--- src/rtl/tx_dpram_wr_arbiter_if.sv ---
// Write-port bundle between the three TX dpram writers and the arbiter,
// including the arbitrated dpram write port and status flags.
interface tx_dpram_wr_arbiter_if #(
  parameter int ADDR_WIDTH = 10,
  parameter int DATA_WIDTH = 64
);
  logic [2:0]            req;
  logic [2:0]            we;
  logic [2:0]            last;
  logic [ADDR_WIDTH-1:0] addr0;
  logic [ADDR_WIDTH-1:0] addr1;
  logic [ADDR_WIDTH-1:0] addr2;
  logic [DATA_WIDTH-1:0] din0;
  logic [DATA_WIDTH-1:0] din1;
  logic [DATA_WIDTH-1:0] din2;
  logic [2:0]            grant;
  logic                  wea;
  logic [ADDR_WIDTH-1:0] addra;
  logic [DATA_WIDTH-1:0] dina;
  logic                  arb_busy;
  logic                  burst_abort;
  logic                  illegal_we;
  logic                  host_promoted;

  modport master (
    output req, we, last, addr0, addr1, addr2, din0, din1, din2,
    input  grant, wea, addra, dina, arb_busy, burst_abort, illegal_we, host_promoted
  );

  modport slave (
    input  req, we, last, addr0, addr1, addr2, din0, din1, din2,
    output grant, wea, addra, dina, arb_busy, burst_abort, illegal_we, host_promoted
  );
endinterface

--- src/rtl/tx_dpram_wr_arbiter.sv ---
// Burst-locked arbiter for the TX dpram write port: ACK/CTS > retry fix-up > host,
// with a per-grant beat watchdog and host anti-starvation promotion.
module tx_dpram_wr_arbiter #(
  parameter int ADDR_WIDTH = 10,
  parameter int DATA_WIDTH = 64,
  parameter int MAX_BURST  = 8,
  parameter int STARVE_TOP = 64
) (
  input logic                  clk,
  input logic                  rst,
  tx_dpram_wr_arbiter_if.slave bus
);
  localparam logic [7:0] BURST_LAST = 8'(MAX_BURST - 1);
  localparam logic [7:0] STARVE_MAX = 8'(STARVE_TOP);

  typedef enum logic [1:0] {IDLE, GRANT, GAP} state_t;

  state_t                state_p1;
  state_t                state_nxt;
  logic [2:0]            grant_p1;
  logic [2:0]            grant_nxt;
  logic [7:0]            beat_cnt_p1;
  logic [7:0]            beat_cnt_nxt;
  logic [7:0]            starve_cnt_p1;
  logic [7:0]            starve_cnt_nxt;
  logic                  promo_p1;
  logic                  promo_nxt;
  logic                  wr_nxt;
  logic                  abort_nxt;
  logic                  issue2;
  logic                  own_req;
  logic                  own_we;
  logic                  own_last;
  logic [ADDR_WIDTH-1:0] addr_sel;
  logic [DATA_WIDTH-1:0] din_sel;
  logic                  wea_p1;
  logic                  abort_p1;
  logic                  illegal_p1;
  logic [ADDR_WIDTH-1:0] addra_p1;
  logic [DATA_WIDTH-1:0] dina_p1;

  function automatic logic [7:0] sat_inc(input logic [7:0] cnt, input logic [7:0] top);
    return (cnt >= top) ? top : cnt + 8'd1;
  endfunction

  // Owner view: the registered one-hot grant selects exactly one writer.
  always_comb begin
    own_req  = |(bus.req & grant_p1);
    own_we   = |(bus.we & grant_p1);
    own_last = |(bus.last & grant_p1);
    addr_sel = bus.addr0;
    din_sel  = bus.din0;
    if (grant_p1[1]) begin
      addr_sel = bus.addr1;
      din_sel  = bus.din1;
    end else if (grant_p1[2]) begin
      addr_sel = bus.addr2;
      din_sel  = bus.din2;
    end
  end

  always_comb begin
    state_nxt    = state_p1;
    grant_nxt    = grant_p1;
    beat_cnt_nxt = beat_cnt_p1;
    promo_nxt    = promo_p1;
    wr_nxt       = 1'b0;
    abort_nxt    = 1'b0;
    unique case (state_p1)
      IDLE: begin
        if (bus.req != 3'b000) begin
          state_nxt = GRANT;
          if (bus.req[0]) begin
            grant_nxt = 3'b001;
          end else if (bus.req[2] && (starve_cnt_p1 == STARVE_MAX)) begin
            grant_nxt = 3'b100;
            promo_nxt = 1'b1;
          end else if (bus.req[1]) begin
            grant_nxt = 3'b010;
          end else begin
            grant_nxt = 3'b100;
          end
        end
      end
      GRANT: begin
        if (own_we && own_last) begin
          wr_nxt       = 1'b1;
          beat_cnt_nxt = beat_cnt_p1 + 8'd1;
          state_nxt    = GAP;
          grant_nxt    = 3'b000;
          promo_nxt    = 1'b0;
        end else if (!own_req) begin
          state_nxt = GAP;
          grant_nxt = 3'b000;
          promo_nxt = 1'b0;
        end else if (own_we) begin
          wr_nxt       = 1'b1;
          beat_cnt_nxt = beat_cnt_p1 + 8'd1;
          // Watchdog: the limit beat is still written, then the grant is pulled.
          if (beat_cnt_p1 == BURST_LAST) begin
            state_nxt = GAP;
            grant_nxt = 3'b000;
            promo_nxt = 1'b0;
            abort_nxt = 1'b1;
          end
        end
      end
      GAP: begin
        state_nxt    = IDLE;
        beat_cnt_nxt = 8'd0;
        promo_nxt    = 1'b0;
      end
      default: begin
        state_nxt = IDLE;
        grant_nxt = 3'b000;
      end
    endcase
  end

  always_comb begin
    issue2 = grant_nxt[2] & ~grant_p1[2];
    if (!bus.req[2] || issue2) begin
      starve_cnt_nxt = 8'd0;
    end else if (!grant_p1[2]) begin
      starve_cnt_nxt = sat_inc(starve_cnt_p1, STARVE_MAX);
    end else begin
      starve_cnt_nxt = starve_cnt_p1;
    end
  end

  // Stage p1: control and the dpram write port are registered together.
  always_ff @(posedge clk or posedge rst) begin
    if (rst) begin
      state_p1      <= IDLE;
      grant_p1      <= 3'b000;
      beat_cnt_p1   <= 8'd0;
      starve_cnt_p1 <= 8'd0;
      promo_p1      <= 1'b0;
      wea_p1        <= 1'b0;
      abort_p1      <= 1'b0;
      illegal_p1    <= 1'b0;
      addra_p1      <= '0;
      dina_p1       <= '0;
    end else begin
      state_p1      <= state_nxt;
      grant_p1      <= grant_nxt;
      beat_cnt_p1   <= beat_cnt_nxt;
      starve_cnt_p1 <= starve_cnt_nxt;
      promo_p1      <= promo_nxt;
      wea_p1        <= wr_nxt;
      abort_p1      <= abort_nxt;
      illegal_p1    <= |(bus.we & ~grant_p1);
      if (wr_nxt) begin
        addra_p1 <= addr_sel;
        dina_p1  <= din_sel;
      end
    end
  end

  assign bus.grant         = grant_p1;
  assign bus.wea           = wea_p1;
  assign bus.addra         = addra_p1;
  assign bus.dina          = dina_p1;
  assign bus.arb_busy      = (state_p1 != IDLE);
  assign bus.burst_abort   = abort_p1;
  assign bus.illegal_we    = illegal_p1;
  assign bus.host_promoted = promo_p1;
endmodule

--- src/flat_wrapper.sv ---
// flat-port wrapper written by rule: the top's interface ports become plain ports
module tx_dpram_wr_arbiter_flat 
#(
  parameter int ADDR_WIDTH = 10,
  parameter int DATA_WIDTH = 64,
  parameter int MAX_BURST  = 8,
  parameter int STARVE_TOP = 64
)
  (clk, rst, bus_req, bus_we, bus_last, bus_addr0, bus_addr1, bus_addr2, bus_din0, bus_din1, bus_din2, bus_grant, bus_wea, bus_addra, bus_dina, bus_arb_busy, bus_burst_abort, bus_illegal_we, bus_host_promoted);
  tx_dpram_wr_arbiter_if #(.ADDR_WIDTH(ADDR_WIDTH), .DATA_WIDTH(DATA_WIDTH)) bus_i ();
  input logic clk;
  input logic rst;
  input wire logic [$bits(bus_i.req)-1:0] bus_req;
  input wire logic [$bits(bus_i.we)-1:0] bus_we;
  input wire logic [$bits(bus_i.last)-1:0] bus_last;
  input wire logic [$bits(bus_i.addr0)-1:0] bus_addr0;
  input wire logic [$bits(bus_i.addr1)-1:0] bus_addr1;
  input wire logic [$bits(bus_i.addr2)-1:0] bus_addr2;
  input wire logic [$bits(bus_i.din0)-1:0] bus_din0;
  input wire logic [$bits(bus_i.din1)-1:0] bus_din1;
  input wire logic [$bits(bus_i.din2)-1:0] bus_din2;
  output wire logic [$bits(bus_i.grant)-1:0] bus_grant;
  output wire logic [$bits(bus_i.wea)-1:0] bus_wea;
  output wire logic [$bits(bus_i.addra)-1:0] bus_addra;
  output wire logic [$bits(bus_i.dina)-1:0] bus_dina;
  output wire logic [$bits(bus_i.arb_busy)-1:0] bus_arb_busy;
  output wire logic [$bits(bus_i.burst_abort)-1:0] bus_burst_abort;
  output wire logic [$bits(bus_i.illegal_we)-1:0] bus_illegal_we;
  output wire logic [$bits(bus_i.host_promoted)-1:0] bus_host_promoted;
  assign bus_i.req = bus_req;
  assign bus_i.we = bus_we;
  assign bus_i.last = bus_last;
  assign bus_i.addr0 = bus_addr0;
  assign bus_i.addr1 = bus_addr1;
  assign bus_i.addr2 = bus_addr2;
  assign bus_i.din0 = bus_din0;
  assign bus_i.din1 = bus_din1;
  assign bus_i.din2 = bus_din2;
  assign bus_grant = bus_i.grant;
  assign bus_wea = bus_i.wea;
  assign bus_addra = bus_i.addra;
  assign bus_dina = bus_i.dina;
  assign bus_arb_busy = bus_i.arb_busy;
  assign bus_burst_abort = bus_i.burst_abort;
  assign bus_illegal_we = bus_i.illegal_we;
  assign bus_host_promoted = bus_i.host_promoted;
  tx_dpram_wr_arbiter #(.ADDR_WIDTH(ADDR_WIDTH), .DATA_WIDTH(DATA_WIDTH), .MAX_BURST(MAX_BURST), .STARVE_TOP(STARVE_TOP)) u_core (.clk(clk), .rst(rst), .bus(bus_i));
endmodule
--- config.mk ---
export PLATFORM = sky130hd
export DESIGN_NAME = tx_dpram_wr_arbiter_flat
export DESIGN_NICKNAME = d
export VERILOG_FILES = /design/src/rtl/tx_dpram_wr_arbiter_if.sv /design/src/rtl/tx_dpram_wr_arbiter.sv /design/src/flat_wrapper.sv
export SDC_FILE = /design/constraint.sdc
export NUM_CORES = 1
export LEC_CHECK = 0
export ABC_CLOCK_PERIOD_IN_PS = 4300
export CAP_MARGIN = 20
export CORE_MARGIN = 2
export CORE_UTILIZATION = 39
export DETAILED_ROUTE_END_ITERATION = 8
export PLACE_DENSITY = 0.83
export SLEW_MARGIN = 40
export SYNTH_ARGS = -nofsm -noshare
export SYNTH_HDL_FRONTEND = slang
export SYNTH_SLANG_ARGS = --single-unit
--- constraint.sdc ---
create_clock -name clk -period 4.3 [get_ports clk]
set_input_delay 1.29 -clock clk [delete_from_list [all_inputs] [get_ports clk]]
set_output_delay 1.29 -clock clk [all_outputs]
set_load 0.005 [all_outputs]
==> results of run 1 <==
==> sequential cells by signal, summed over array words and instances, names as in the netlist <==
signal                    cells
u_core.bus.grant              3
u_core.beat_cnt_p1            8
u_core.bus.addra             10
u_core.state_p1               2
u_core.bus.host_promoted      1
u_core.bus.wea                1
u_core.bus.burst_abort        1
u_core.bus.illegal_we         1
u_core.bus.dina              64
u_core.starve_cnt_p1          8
==> layer usage <==
layer	global-route usage, %	share of wire, %
met1	25.4	39
met2	37.3	49
met3	5.21	8.8
met4	7.60	2.7
met5	0	0
==> power groups by stage <==
stage / Combinational [mW] / Sequential, mW / Clock, mW
global route: 2.10 / 1.56 / 0.859
floorplan: 0.923 / 1.44 / 0
global placement: 1.87 / 1.52 / 0
detailed placement: 1.91 / 1.53 / 0
CTS: 1.92 / 1.52 / 0.825
finish: 1.89 / 1.51 / 0.801
==> synthesized netlist by cell type, types with 2 or more instances <==
library cell  count  area (um^2)
nand4b_1          2         17.5
nor2_1           87          327
clkbuf_2          2         10.0
nor3_1            4         20.0
ha_1              9          113
a31oi_1           3         18.8
mux2_2            2         22.5
and3_1            6         37.5
nor4b_1           2         17.5
o31ai_1           5         37.5
a222oi_1          3         30.0
or2_2             2         12.5
nor2b_1           3         18.8
a21oi_1          79          395
clkbuf_1         24         90.1
nand3_1           4         20.0
o21ai_0          92          460
inv_1            15         56.3
nand2b_1          4         25.0
o41ai_1           2         17.5
nand2_1          87          327
buf_2            16         80.1
buf_4             3         22.5
dfrtp_1          99         2480
mux2i_1          74          741
==> cell type report <==
cell class	instances	area, um^2
Clock buffer	13	260
Tap cell	180	225
Fill cell	1174	4780
Multi-Input combinational cell	488	2810
Timing Repair Buffer	321	3220
Sequential cell	99	2480
Clock inverter	2	35.0
Inverter	15	61.3
==> tightest hold or removal path: cells and delay by family (launching register included) <==
family	cells	cell delay (ps)
flops	1	340
compound gates	1	60
simple gates	1	50
==> cells by family after synthesis <==
group / after synthesis
AND/OR/NAND/NOR: 207
buffers and inverters: 61
flip-flops: 99
multiplexers: 76
AO/OA/AOI/OAI: 196
adder cells (fa/ha/maj): 9
==> worst max path at each step <==
stage / end / slack, ps / cells after the start
after floorplan: u_core.beat_cnt_p1[0] / 420 / 1
after global placement: u_core.bus.dina[49] / 890 / 6
after detailed placement: u_core.bus.dina[48] / 740 / 6
after CTS: u_core.bus.dina[48] / 1090 / 6
after global routing: u_core.bus.dina[60] / 860 / 6
final: u_core.bus.dina[48] / 1080 / 6
==> metrics by stage <==
| step | power (mW) | hold slack, ps | worst slack, ps |
|---|---|---|---|
| 2_1_floorplan | 2.37 | 468 | 420 |
| 3_3_place_gp | 3.39 | 460 | 891 |
| 3_5_place_dp | 3.44 | 469 | 742 |
| 4_1_cts | 4.26 | 483 | 1090 |
| 5_1_grt | 4.52 | 493 | 858 |
| 6_report | 4.20 | 474 | 1080 |
==> impl_metrics.tcl, run 1 <==
set metrics [dict create \
    result_of_the_run "finished, final reports clean" \
    yosys.area_share.simple_pct 15.7 \
    min_period_ps 3220 \
    netlist-cell-type-count 44 \
    static_leakage_nw 3.76 \
    synth.yosys.warnings 0 \
    setup_viol 0 \
    cts_tree "built" \
    dp_hpwl_um 13100 \
    synthesis.area_um2 5550 \
    grt_pass1_wl_um 25400 \
    hold_end "u_core.bus.dina[17]" \
    timing.setup.tns_ps 0 \
    post-cts-setup-buffers 0 \
    gr-usage-all-layers_pct 21.3 \
    clock_sinks 99 \
    finish.utilization_pct 65.6 \
    growth_of_design_area_from_synthesis_to_finish_pct 64.1 \
    route.vias.total 5575 \
    antenna_cells_inserted 0 \
    ys_seq_area_share_pct 44.7 \
    vdd.ir_drop.worst_mv 0.292 \
    mostFrequentLayoutCell "clkdlybuf4s50_1" \
    timing_worst_setup_path_type "primary input to flip-flop" \
    cp_cell_sequence "clkdlybuf4s50_1 -> a222oi_1 -> a21oi_1 -> nand2_4 -> buf_12 -> o21ai_0" \
    clockBufferDepth 2 \
    clkTransAtPathRegs_ps 60 \
    regToRegEndpoint "u_core.bus.dina[48]" \
    synth_compound_area_share_pct 19.2 \
    detail_route.drc_violations 0 \
    worstSetupEndpointType "flip-flop" \
    ant_nets 0 \
    antenna_found_initial 0 \
    timing.final.hold_violations 0 \
    die-area_um2 15200 \
    dr.pass1.iters 5 \
    number_of_drc_violations_after_detailed_routing_iteration_0 318 \
    achievable-frequency_ghz 0.310 \
    clock_tree_root_buffer_cell "clkbuf_16" \
    critical_path_required_ps 4490 \
    synth_seq_cells 99 \
    fp.dieH_um 123 \
    synth.mux.area_fraction_pct 13.8 \
    cp.arrival_ps 3410 \
    drt_wl_total_um 16900 \
    commonest_cells_after_routing_fill_and_taps_aside "clkdlybuf4s50_1 (314), dfrtp_1 (97), o21ai_0 (92), nor2_1 (87), nand2_1 (86)" \
    grt_max_degree 83 \
    synth_ff_type "dfrtp_1" \
    wl_per_cell_um 15.1 \
    crit_fanout 59 \
    holdCritPathClass "flip-flop to flip-flop" \
    unrepaired_setup_endpoints_after_global_routing "no" \
    synth_adder_area_share_pct 2.03 \
    max_slew.worst_pin.slew_ps 768 \
    worstReg2RegStart "u_core.bus.grant[1]" \
    starting_density_of_the_core_pct 40.0 \
    core-area_um2 13900 \
    cts_inserted_buffers 9 \
    setup.worst_path.start_class "primary input" \
    holdPathStages 2 \
    floorplan.die.width_um 123 \
    fp-row-count 43 \
    globalRoute.totalOverflow 0 \
    place.gp.congestion 0.850 \
    timing.max_cap.violations 0 \
    synth-async-reset-ratio_pct 100 \
    power.internal_mw 2.79 \
    synth-xor-area-share_pct 0 \
    kind_of_cell_with_the_highest_combined_delay_on_the_critical_path "buffers and inverters" \
    worst_hold_startpoint "u_core.bus.dina[17]" \
    floorplan.io_pins 315 \
    drive_above_1_share_pct 3.41 \
    io_buffers 314 \
    slew-limit-headroom_pct 48.8 \
    grt_pass1_vias 5192 \
    synth_top_family_by_area "compound AO/OA/AOI/OAI gates" \
    post-route-cell-area_um2 9100 \
    switching_share_pct 33.7 \
    r2r_slack_ps 1740 \
    p_comb_share_pct 45.0 \
    post_cts_resize_count 0 \
    syn-mean-instance-area_um2 8.56 \
    power-per-cell-area_nw_per_um2 462 \
    worst-path-buf-inv 2 \
    viasPerCell 4.99 \
    clk-insertion-delay-late_ps 330 \
    p_seq_share_pct 35.9 \
    syn_nets 890 \
    net_load_switching_power_mw 1.42 \
    netlist_instances 648 \
    cts_hold_repair.buffers 0 \
    clock_group_share_of_total_power_pct 19.1 \
    worst-r2r-cell-count 5 \
    final_nets 1176 \
    final.setup_skew_ps 9.54 \
    crit_start "bus_req[2]" \
    finalCritPeriodShare_pct 74.9 \
    dp.cells 1103 \
    placed_cell_area_um2 8800 \
    final-instance-count-excl-fill 1118 \
    final-max-slew-violation-count 0 \
    crit_path_max_incr_delay_ps 580 \
    synth-edff-count 0 \
    clock_tree.htree_level_count 3 \
    critPathSlowestCell "clkdlybuf4s50_1" \
]
(Power assumes the default switching activity.)
==> run 2, diff against run 1 <==
--- a/config.mk
+++ b/config.mk
@@ -5,12 +5,12 @@
 export SDC_FILE = /design/constraint.sdc
 export NUM_CORES = 1
 export LEC_CHECK = 0
-export ABC_CLOCK_PERIOD_IN_PS = 4300
+export ABC_CLOCK_PERIOD_IN_PS = 2800
 export CAP_MARGIN = 20
 export CORE_MARGIN = 2
-export CORE_UTILIZATION = 39
+export CORE_UTILIZATION = 35
 export DETAILED_ROUTE_END_ITERATION = 8
-export PLACE_DENSITY = 0.83
+export PLACE_DENSITY = 0.78
 export SLEW_MARGIN = 40
 export SYNTH_ARGS = -nofsm -noshare
 export SYNTH_HDL_FRONTEND = slang
==> constraint.sdc (replaced) <==
create_clock -name clk -period 2.8 [get_ports clk]
set_input_delay 0.84 -clock clk [delete_from_list [all_inputs] [get_ports clk]]
set_output_delay 0.84 -clock clk [all_outputs]
set_load 0.005 [all_outputs]
==> run 2 against run 1 <==
Total power rose by 58%. Worst hold slack gained 3.9 ps. Clock power increased by 70%. Sequential cell count did not move. Core utilization down 6.6 points. Final cell count is 4.0% higher. Critical path type is now flip-flop to primary output. Worst setup slack got worse by 800 ps. Clock-buffer cell count is 2 lower. Sequential share of layout area is 0.47 points lower. Register-to-register slack got worse by 1100 ps. Cell area up 1.7%. Global-route usage fell by 1.2 points.
==> impl_metrics.tcl, run 2 (synthesis gave the netlist of run 1 again) <==
set metrics [dict create \
    setup.worst_path.end "bus_arb_busy" \
    starting_density_of_the_core_pct 35.3 \
    cp.arrival_ps 1680 \
    die-area_um2 16900 \
    final.setup_skew_ps 6.56 \
    cts_hold_repair.buffers 0 \
    cts_inserted_buffers 9 \
    filler_cell_count 1429 \
    timing.final.hold_violations 0 \
    final-max-slew-violation-count 0 \
    critical_path_required_ps 1960 \
    fp-row-count 46 \
    crit_path_max_incr_delay_ps 490 \
    clock_sinks 99 \
    design_power_total_mw 6.62 \
    max_slew.worst_pin.slew_ps 630 \
    clockBufferDepth 2 \
    vdd.ir_drop.worst_mv 0.374 \
    timing_worst_setup_path_type "flip-flop to primary output" \
    holdCritPathClass "flip-flop to flip-flop" \
    worstReg2RegStart "u_core.beat_cnt_p1[5]" \
    commonest_cells_after_routing_fill_and_taps_aside "clkdlybuf4s50_1 (314), dfrtp_1 (97), o21ai_0 (92), nor2_1 (87), nand2_1 (86)" \
    kind_of_cell_with_the_highest_combined_delay_on_the_critical_path "buffers and inverters" \
    viasPerCell 4.77 \
    dr.pass1.iters 4 \
    clkTransAtPathRegs_ps 60 \
    growth_of_design_area_from_synthesis_to_finish_pct 67.0 \
    pre_cts_ws_ps 20.1 \
    io_buffers 314 \
    met3_usage_pct 5.95 \
    wl_per_cell_um 15.1 \
    globalRoute.totalOverflow 0 \
    critPathMostFrequentCell "inv_1" \
    final_nets 1185 \
    gr-usage-all-layers_pct 20.1 \
    setup.worst_path.start_class "flip-flop" \
    multiInputGateArea_um2 2810 \
    worstSetupEndpointType "primary output" \
    result_of_the_run "finished, final reports clean" \
    finalCritPeriodShare_pct 89.9 \
    cp_cell_sequence "inv_1 -> ha_1 -> inv_1 -> clkdlybuf4s50_1" \
    power-per-cell-area_nw_per_um2 715 \
    antenna_cells_inserted 0 \
    ant_nets 0 \
    min_period_ps 2520 \
    grt_pass1_wl_um 26600 \
    largest_register_ffs 64 \
    mostFrequentLayoutCell "clkdlybuf4s50_1" \
    critPathSlowestCell "clkdlybuf4s50_1" \
    grt_pass1_vias 5261 \
    floorplan.die.width_um 130 \
    clk-insertion-delay-late_ps 350 \
    slew-limit-headroom_pct 58.0 \
    grt-busiest-layer "met2" \
    grt_max_degree 92 \
    r2r_slack_ps 620 \
    met1_usage_pct 24.1 \
    post_cts_resize_count 0 \
    timing.max_cap.violations 0 \
    clock_tree_root_buffer_cell "clkbuf_16" \
    met2_usage_pct 35.7 \
    floorplan.io_pins 315 \
    achievable-frequency_ghz 0.397 \
    unrepaired_setup_endpoints_after_global_routing "no" \
    post-cts-setup-buffers 0 \
    antenna_found_initial 0 \
    worst-r2r-cell-count 5 \
    place.gp.congestion 0.861 \
    path_depth 4 \
    cts_tree "built" \
    dp_hpwl_um 13700 \
    worst-path-buf-inv 3 \
    worst_hold_startpoint "u_core.bus.dina[30]" \
    core-area_um2 15700 \
    drt_wl_total_um 17600 \
    static_leakage_nw 3.82 \
    timing.setup.tns_ps 0 \
    detail_route.drc_violations 0 \
    finish.utilization_pct 58.9 \
    drive_above_1_share_pct 4.54 \
    register_area_um2 2480 \
    number_of_drc_violations_after_detailed_routing_iteration_0 318 \
    regToRegEndpoint "u_core.state_p1[0]" \
    setup_viol 0 \
    fin_ws_ps 282 \
    route.vias.total 5549 \
    fin_worst_hold_slack_ps 478 \
    fp.dieH_um 130 \
    clock_tree.htree_level_count 3 \
    crit_start "u_core.state_p1[0]" \
    crit_fanout 5 \
]
-- run 2: worst min-delay path, cell delays in order (launching register included) --
cell and delay, ps:
dfrtp_1 340, nand2_1 50, o21ai_0 60
-- run 2: how the worst min path moves through the flow --
stage | to | depth (start not counted)
after CTS | u_core.bus.dina[30] | 2
after global routing | u_core.bus.dina[26] | 2
after global placement | u_core.bus.dina[32] | 2
final | u_core.bus.dina[30] | 2
after floorplan | u_core.beat_cnt_p1[7] | 1
after detailed placement | u_core.bus.dina[30] | 2
-- run 2: stage by stage --
step	cells	area, um^2
2_1_floorplan	648	5550
3_3_place_gp	1148	8930
3_5_place_dp	1148	8930
4_1_cts	1163	9260
5_1_grt	1163	9260
6_report	1163	9260
-- run 2: layout make-up --
type / count / share of cell area [%]
timing repair buffer: 330 / 35.7
multi-input combinational: 488 / 30.4
sequential: 99 / 26.8
tap: 216 / 2.92
clock buffer: 11 / 2.73
clock inverter: 4 / 0.797
inverter: 15 / 0.649
-- run 2: where the power goes --
part	leakage, nW	switching, mW	internal [mW]
Sequential	1.28	0.304	1.91
Combinational	2.37	1.38	1.67
Clock	0.162	0.529	0.827
Total	3.82	2.21	4.41
-- run 2: routing by layer --
layer | vias to the layer above | routed length (um)
met5 | - | 0
met4 | 0 | 199
met3 | 18 | 1350
met2 | 195 | 8920
met1 | 2498 | 7080
li1 | 2838 | -
